==> src/rtl/calc_mem_pkg.sv <==
// Shared types and helpers for the result log controller.
// Holds the FSM state enum, default sizes and log address math.
package calc_mem_pkg;

  localparam int WIDTH_DEF = 32;
  localparam int DEPTH_DEF = 8;

  typedef enum logic [1:0] {
    IDLE,
    WR,
    RD_ISSUE,
    RD_WAIT
  } log_state_t;

  // Newest entry sits at wr_ptr-1; callers truncate to DEPTH bits,
  // which gives the wrap-around for free.
  function automatic logic [31:0] phys_addr(
    input logic [31:0] wr_ptr,
    input logic [31:0] idx
  );
    return wr_ptr - 32'd1 - idx;
  endfunction

endpackage

==> src/rtl/result_log_ctrl.sv <==
// Circular history log controller in front of the result RAM.
// Ports: wr_* (ALU handshake), rd_* (read-back), clr, count/full,
// mem_* (registered RAM side, one-cycle registered read data).
module result_log_ctrl
  import calc_mem_pkg::*;
#(
  parameter int WIDTH = WIDTH_DEF,
  parameter int DEPTH = DEPTH_DEF
) (
  input  logic             clk,
  input  logic             reset,
  input  logic             wr_req,
  input  logic [WIDTH-1:0] wr_data,
  output logic             wr_ready,
  input  logic             rd_req,
  input  logic [DEPTH-1:0] rd_index,
  output logic             rd_ready,
  output logic [WIDTH-1:0] rd_data,
  output logic             rd_valid,
  output logic             rd_err,
  input  logic             clr,
  output logic [DEPTH:0]   count,
  output logic             full,
  output logic [WIDTH-1:0] mem_din,
  output logic [DEPTH-1:0] mem_addr,
  output logic             mem_rw,
  output logic             mem_valid,
  input  logic [WIDTH-1:0] mem_dout
);

  localparam logic [DEPTH:0] FULL_CNT = (DEPTH+1)'(1) << DEPTH;

  log_state_t       state_q;
  logic [DEPTH-1:0] wr_ptr_q;
  logic [DEPTH:0]   count_q;
  logic             err_q;

  logic [DEPTH-1:0] phys_d;
  logic             hit_d;
  logic [DEPTH:0]   count_d;

  assign wr_ready = (state_q == IDLE) && !clr;
  assign rd_ready = (state_q == IDLE) && !clr && !wr_req;
  assign count    = count_q;
  assign full     = (count_q == FULL_CNT);

  assign phys_d  = DEPTH'(phys_addr(32'(wr_ptr_q), 32'(rd_index)));
  assign hit_d   = ({1'b0, rd_index} < count_q);
  // Saturate: once full, a write replaces the oldest entry.
  assign count_d = full ? count_q : count_q + (DEPTH+1)'(1);

  always_ff @(posedge clk or posedge reset) begin
    if (reset) begin
      state_q   <= IDLE;
      wr_ptr_q  <= '0;
      count_q   <= '0;
      err_q     <= 1'b0;
      mem_valid <= 1'b0;
      mem_rw    <= 1'b0;
      mem_addr  <= '0;
      mem_din   <= '0;
      rd_data   <= '0;
      rd_valid  <= 1'b0;
      rd_err    <= 1'b0;
    end else begin
      rd_valid <= 1'b0;
      rd_err   <= 1'b0;
      unique case (state_q)
        IDLE: begin
          if (clr) begin
            wr_ptr_q <= '0;
            count_q  <= '0;
          end else if (wr_req) begin
            mem_valid <= 1'b1;
            mem_rw    <= 1'b1;
            mem_addr  <= wr_ptr_q;
            mem_din   <= wr_data;
            state_q   <= WR;
          end else if (rd_req) begin
            // Out-of-range reads never touch the RAM.
            if (hit_d) begin
              mem_valid <= 1'b1;
              mem_rw    <= 1'b0;
              mem_addr  <= phys_d;
            end
            err_q   <= !hit_d;
            state_q <= RD_ISSUE;
          end
        end
        WR: begin
          mem_valid <= 1'b0;
          mem_rw    <= 1'b0;
          wr_ptr_q  <= wr_ptr_q + DEPTH'(1);
          count_q   <= count_d;
          state_q   <= IDLE;
        end
        RD_ISSUE: begin
          mem_valid <= 1'b0;
          mem_rw    <= 1'b0;
          state_q   <= RD_WAIT;
        end
        RD_WAIT: begin
          rd_data  <= err_q ? '0 : mem_dout;
          rd_err   <= err_q;
          rd_valid <= 1'b1;
          err_q    <= 1'b0;
          state_q  <= IDLE;
        end
        default: state_q <= IDLE;
      endcase
    end
  end

endmodule

==> config.mk <==
export PLATFORM = sky130hd
export DESIGN_NAME = result_log_ctrl
export DESIGN_NICKNAME = d
export VERILOG_FILES = /design/src/rtl/calc_mem_pkg.sv /design/src/rtl/result_log_ctrl.sv
export SDC_FILE = /design/constraint.sdc
export NUM_CORES = 1
export LEC_CHECK = 0
export ABC_AREA = 1
export CAP_MARGIN = 5
export CELL_PAD_IN_SITES_DETAIL_PLACEMENT = 0
export CELL_PAD_IN_SITES_GLOBAL_PLACEMENT = 2
export CORE_MARGIN = 2
export CORE_UTILIZATION = 27
export CTS_BUF_LIST = sky130_fd_sc_hd__clkbuf_4 sky130_fd_sc_hd__clkbuf_8 sky130_fd_sc_hd__clkbuf_16
export DETAILED_ROUTE_END_ITERATION = 7
export GPL_ROUTABILITY_DRIVEN = 0
export GPL_TIMING_DRIVEN = 1
export HOLD_SLACK_MARGIN = 0.05
export PLACE_DENSITY = 0.93
export SLEW_MARGIN = 20
export SYNTH_ARGS = -nofsm -noshare
export SYNTH_HDL_FRONTEND = slang
export SYNTH_SLANG_ARGS = --single-unit
export TNS_END_PERCENT = 50
==> constraint.sdc <==
create_clock -name clk -period 5.4 [get_ports clk]
set_clock_uncertainty 0.2 [all_clocks]
set_input_delay 1.08 -clock clk [delete_from_list [all_inputs] [get_ports clk]]
set_output_delay 1.08 -clock clk [all_outputs]
set_load 0.01 [all_outputs]
# Yosys cells after proc, flatten, opt, wreduce, memory -nomap -nowiden
# Cells that the tools add are included.
# op_classes
n_addsub	4
order_cmp	1
eq_ne	11
mux	29
bitwise_logic	1
reduce_logical	20
# ops
cell	n
32-bit 2-to-1 mux	1
8-bit 2-to-1 mux	4
9-bit 2-to-1 mux	2
9-bit case mux with 2 select lines	1
8-bit case mux with 2 select lines	1
1-bit 2-to-1 mux	13
4-bit AND reduction	3
2-bit inequality test (second input constant)	5
2-bit nonzero test	5
9-bit by 1-bit adder with 9-bit output (second input constant)	1
9-bit == test (second input constant)	1
8-bit by 9-bit less-than comparator with 1-bit output	1
8-bit by 1-bit adder with 8-bit output (second input constant)	1
8-bit by 1-bit subtractor with 8-bit output (second input constant)	1
8-bit subtractor	1
2-bit 2-to-1 mux	3
3-bit inequality test (second input constant)	2
1-bit case mux with 2 select lines	3
2-bit case mux with 3 select lines	1
3-bit AND reduction	2
2-bit == test (second input constant)	2
2-bit AND reduction	2
2-bit OR reduction	2
1-bit logical NOT	3
other kinds (4)	5
# word_totals
ff_bits	96
input_bits	77
output_inout_bits	88
wordCells	77

# Depth between registers and ports, before layout
# depth
depth_word	6
mapped_depth	12
depth_no_buf	12

# Worst setup path before layout
# Ideal clock, no wire load.
# synth_path
kind	input to output
from	input port clr
to	output port rd_ready
arrival_ns	1.465
required_time_ns	4.120
slack_ns	2.655
cell_stages	3
path_buffers	0
cell_sequence	nor2_4 > inv_2 > nor2_1
# synth_via
elab_chain_len	3
# synth_lines
element	line_no	source
start: declaration	result_log_ctrl.sv:21	input logic clr,
1-bit logical NOT	result_log_ctrl.sv:43	assign rd_ready = (state_q == IDLE) && !clr && !wr_req;
1-bit logical AND (2 in a row)	result_log_ctrl.sv:43	
end: declaration	result_log_ctrl.sv:17	output logic rd_ready,
# Every way passes these cells.

# Worst setup path in the final report
# Same ends and word-level chain as after synthesis.

==> flow_summary.json <==
{
  "stdcell_count": 992,
  "layout-drive-gt1-share_pct": 4.95,
  "rsz0062_at_grt": "no",
  "grt.busiest_layer": "met2",
  "routed_wl_mm": 12.9,
  "hold_buffers": 0,
  "final_core_util_pct": 40.0,
  "drtIter0Drc": 146,
  "die_w_um": 137,
  "post-route-min-period_ns": 3.73,
  "initial_core_util_pct": 27.6,
  "cpMostUsedCell": "clkdlybuf4s50_1",
  "clock-root-buffer": "clkbuf_16",
  "synth.avg_cell_area_um2": 7.92,
  "seq_area_mm2": 0.00240,
  "yosys.area.top_type": "dfrtp_1",
  "numCtsBuffers": 9,
  "finalNetCount": 862,
  "vias_per_cell": 4.25,
  "hold_viol_final": 0,
  "fin_area_mm2": 0.00692,
  "startpoint_type": "input pin",
  "p_per_area_mw_per_mm2": 464,
  "synth-main-ff-cell": "dfrtp_1",
  "synthTopCellsByCount": "233 x nand2_1, 96 x dfrtp_1, 82 x inv_1, 46 x o21ai_0, 27 x nand3_1",
  "insertion_delay_ns": 0.35,
  "yosysMostFrequentCell": "nand2_1",
  "grt_pass1_wl_mm": 20.9,
  "seqPwrFrac_pct": 36.6,
  "syn_nets": 701,
  "placed_area_mm2": 0.00664,
  "drt.antenna.violating_nets": 0,
  "setup_viol": 0,
  "h-tree-depth": 3,
  "power_switching_uw": 1160,
  "synth_top_area_share_pct": 50.4,
  "synth_cell_types": 32,
  "critPathBufInv": 3,
  "clockBufferDepth": 2,
  "worstSetupEndpointType": "output port",
  "status": "complete, no violations",
  "use_met2_pct": 23.2,
  "grtUsageMet3_pct": 4.67,
  "io_buffers": 164,
  "timing.fmax_mhz": 268,
  "cellInternalPower_uw": 2050,
  "rows": 48,
  "avgRoutedWirePerCell_um": 13.0,
  "power_leakage_uw": 0.00341,
  "critPathMaxFanout": 5,
  "combPwrFrac_pct": 44.1,
  "grt_usage_pct": 14.3,
  "ioPinCount": 165,
  "critPathKind": "input pin to output port",
  "area_delta_synth_final_pct": 45.1,
  "core_area_mm2": 0.0173,
  "ctsResizeCount": 0,
  "critical_path_arrival_ns": 2.45,
  "first_pass_iters": 4,
  "route.detailed.drc": 0,
  "hold_path_class": "flop to flop",
  "worstMarginPinSlew_ns": 0.981,
  "postSynthCellCount": 602,
  "path_delay_family": "buffers and inverters",
  "num_antenna_cells": 0,
  "ir_drop_mv": 0.184,
  "maxCapViolations": 0,
  "path_cells": "clkdlybuf4s50_1 -> nor2_4 -> inv_2 -> nor2_1 -> clkdlybuf4s50_1",
  "synth_edf_count": 0,
  "gr-usage-met1_pct": 17.6,
  "chipHeight_um": 137,
  "crit_required_ns": 4.12,
  "async_flop_share_pct": 100,
  "ys_seq_elements": 96,
  "slew_violations": 0,
  "cts_num_sinks": 96,
  "n_fill_cell": 1785,
  "ys_warn_count": 0,
  "slowest_delay_ns": 0.58,
  "grt_start_max_net_pins": 83,
  "post-cts-setup-buffers": 0,
  "vias": 4214,
  "tns_ns": 0,
  "die_area_mm2": 0.0187,
  "grt_pass1_vias": 4209,
  "grt_antenna_before_repair": 0,
  "grt-ovfl-total": 0,
  "min_period_over_period_pct": 69.1,
  "cpMaxStageDelayCell": "clkdlybuf4s50_1",
  "synth_area_mm2": 0.00477,
  "relSlewSlack_pct": 34.2,
  "multi_input_area_mm2": 0.00197,
  "yosysSeqAreaShare_pct": 50.4,
  "dp_hpwl_mm": 9.36,
  "dpl.cell_count": 977,
  "switching_share_pct": 36.1,
  "synthTopCellsByArea": "dfrtp_1 50%, nand2_1 18%, inv_1 6.5%",
  "pwr-share-clk_pct": 19.3,
  "clk_pin_slew_worst_paths_ns": 0.07,
  "tritoncts": "done"
}
-- flip-flops by register name, indices dropped and copies added, names as in the netlist --
signal,cells
mem_din,32
rd_data,32
count,9
mem_addr,8
wr_ptr_q,8
state_q,2
err_q,1
mem_rw,1
mem_valid,1
rd_err,1
rd_valid,1
-- final cells by class --
| class | count | area share (%) |
|---|---|---|
| Clock buffer | 11 | 3.65 |
| Clock inverter | 4 | 0.434 |
| Inverter | 87 | 4.79 |
| Multi-Input combinational cell | 403 | 28.4 |
| Sequential cell | 96 | 34.7 |
| Tap cell | 225 | 4.07 |
| Timing Repair Buffer | 166 | 23.9 |
-- power groups by stage --
stage	clock, uW	sequential, uW	combinational (uW)
2_1_floorplan	0	1300	557
5_1_grt	666	1220	1590
3_3_place_gp	0	1180	1440
6_report	619	1180	1420
3_5_place_dp	0	1190	1450
4_1_cts	641	1180	1450
-- cell usage in the layout (no fill, tap or decap), drive strengths merged --
cell,instances
nand2,237
clkdlybuf4s50,164
dfrtp,96
inv,86
o21ai,51
nor2,30
nand3,28
ha,21
clkbuf,11
a21oi,9
nor3,7
xor2,6
nand4,5
clkinvlp,4
or2,3
buf,2
clkinv,1
nor4,1
and3,1
xnor2,1
a31oi,1
nand3b,1
fa,1
-- kinds of logic (layout without fill, tap and decap cells) --
kind of cell             count (synthesis)  in the layout  synth area share [%]
AO/OA/AOI/OAI                           61             61                  6.50
XOR/XNOR                                 7              7                  1.29
adder cells (fa/ha/maj)                 22             22                  5.93
buffers and inverters                  103            268                  8.37
flip-flops                              96             96                  50.4
AND/OR/NAND/NOR                        313            313                  27.6
-- metal layers --
metal / routed length (um) / up-vias
met1: 5720 / 1938
met4: 205 / 0
met5: 0 / -
met3: 935 / 12
met2: 6020 / 92
li1: - / 2172
-- final timing paths --
path | startpoint | to | slack, ns | cells past startpoint
min in group asynchronous | reset | rd_data[13] | 1.05 | 2
min | mem_din[14] | mem_din[14] | 0.27 | 2
max in group asynchronous | reset | rd_data[10] | 3.19 | 3
max | clr | rd_ready | 1.67 | 5
max reg2reg | state_q[0] | rd_data[24] | 2.60 | 4
min reg2reg | mem_din[14] | mem_din[14] | 0.27 | 2
-- worst reg2reg max path: stages, from the launching register on --
cell      delay, ns
dfrtp_1        0.40
ha_1           0.22
clkinv_1       0.77
or2_2          0.86
o21ai_0        0.27
-- metrics by stage --
step | setup slack [ns] | total power, uW | hold WS (ns)
final | 1.67 | 3210 | 0.270
after global routing | 1.60 | 3470 | 0.291
after CTS | 1.63 | 3270 | 0.274
after detailed placement | 1.64 | 2630 | 0.258
after global placement | 1.65 | 2620 | 0.253
after floorplan | 1.61 | 1860 | 0.248
No activity file was read; power rests on OpenSTA's default activity.
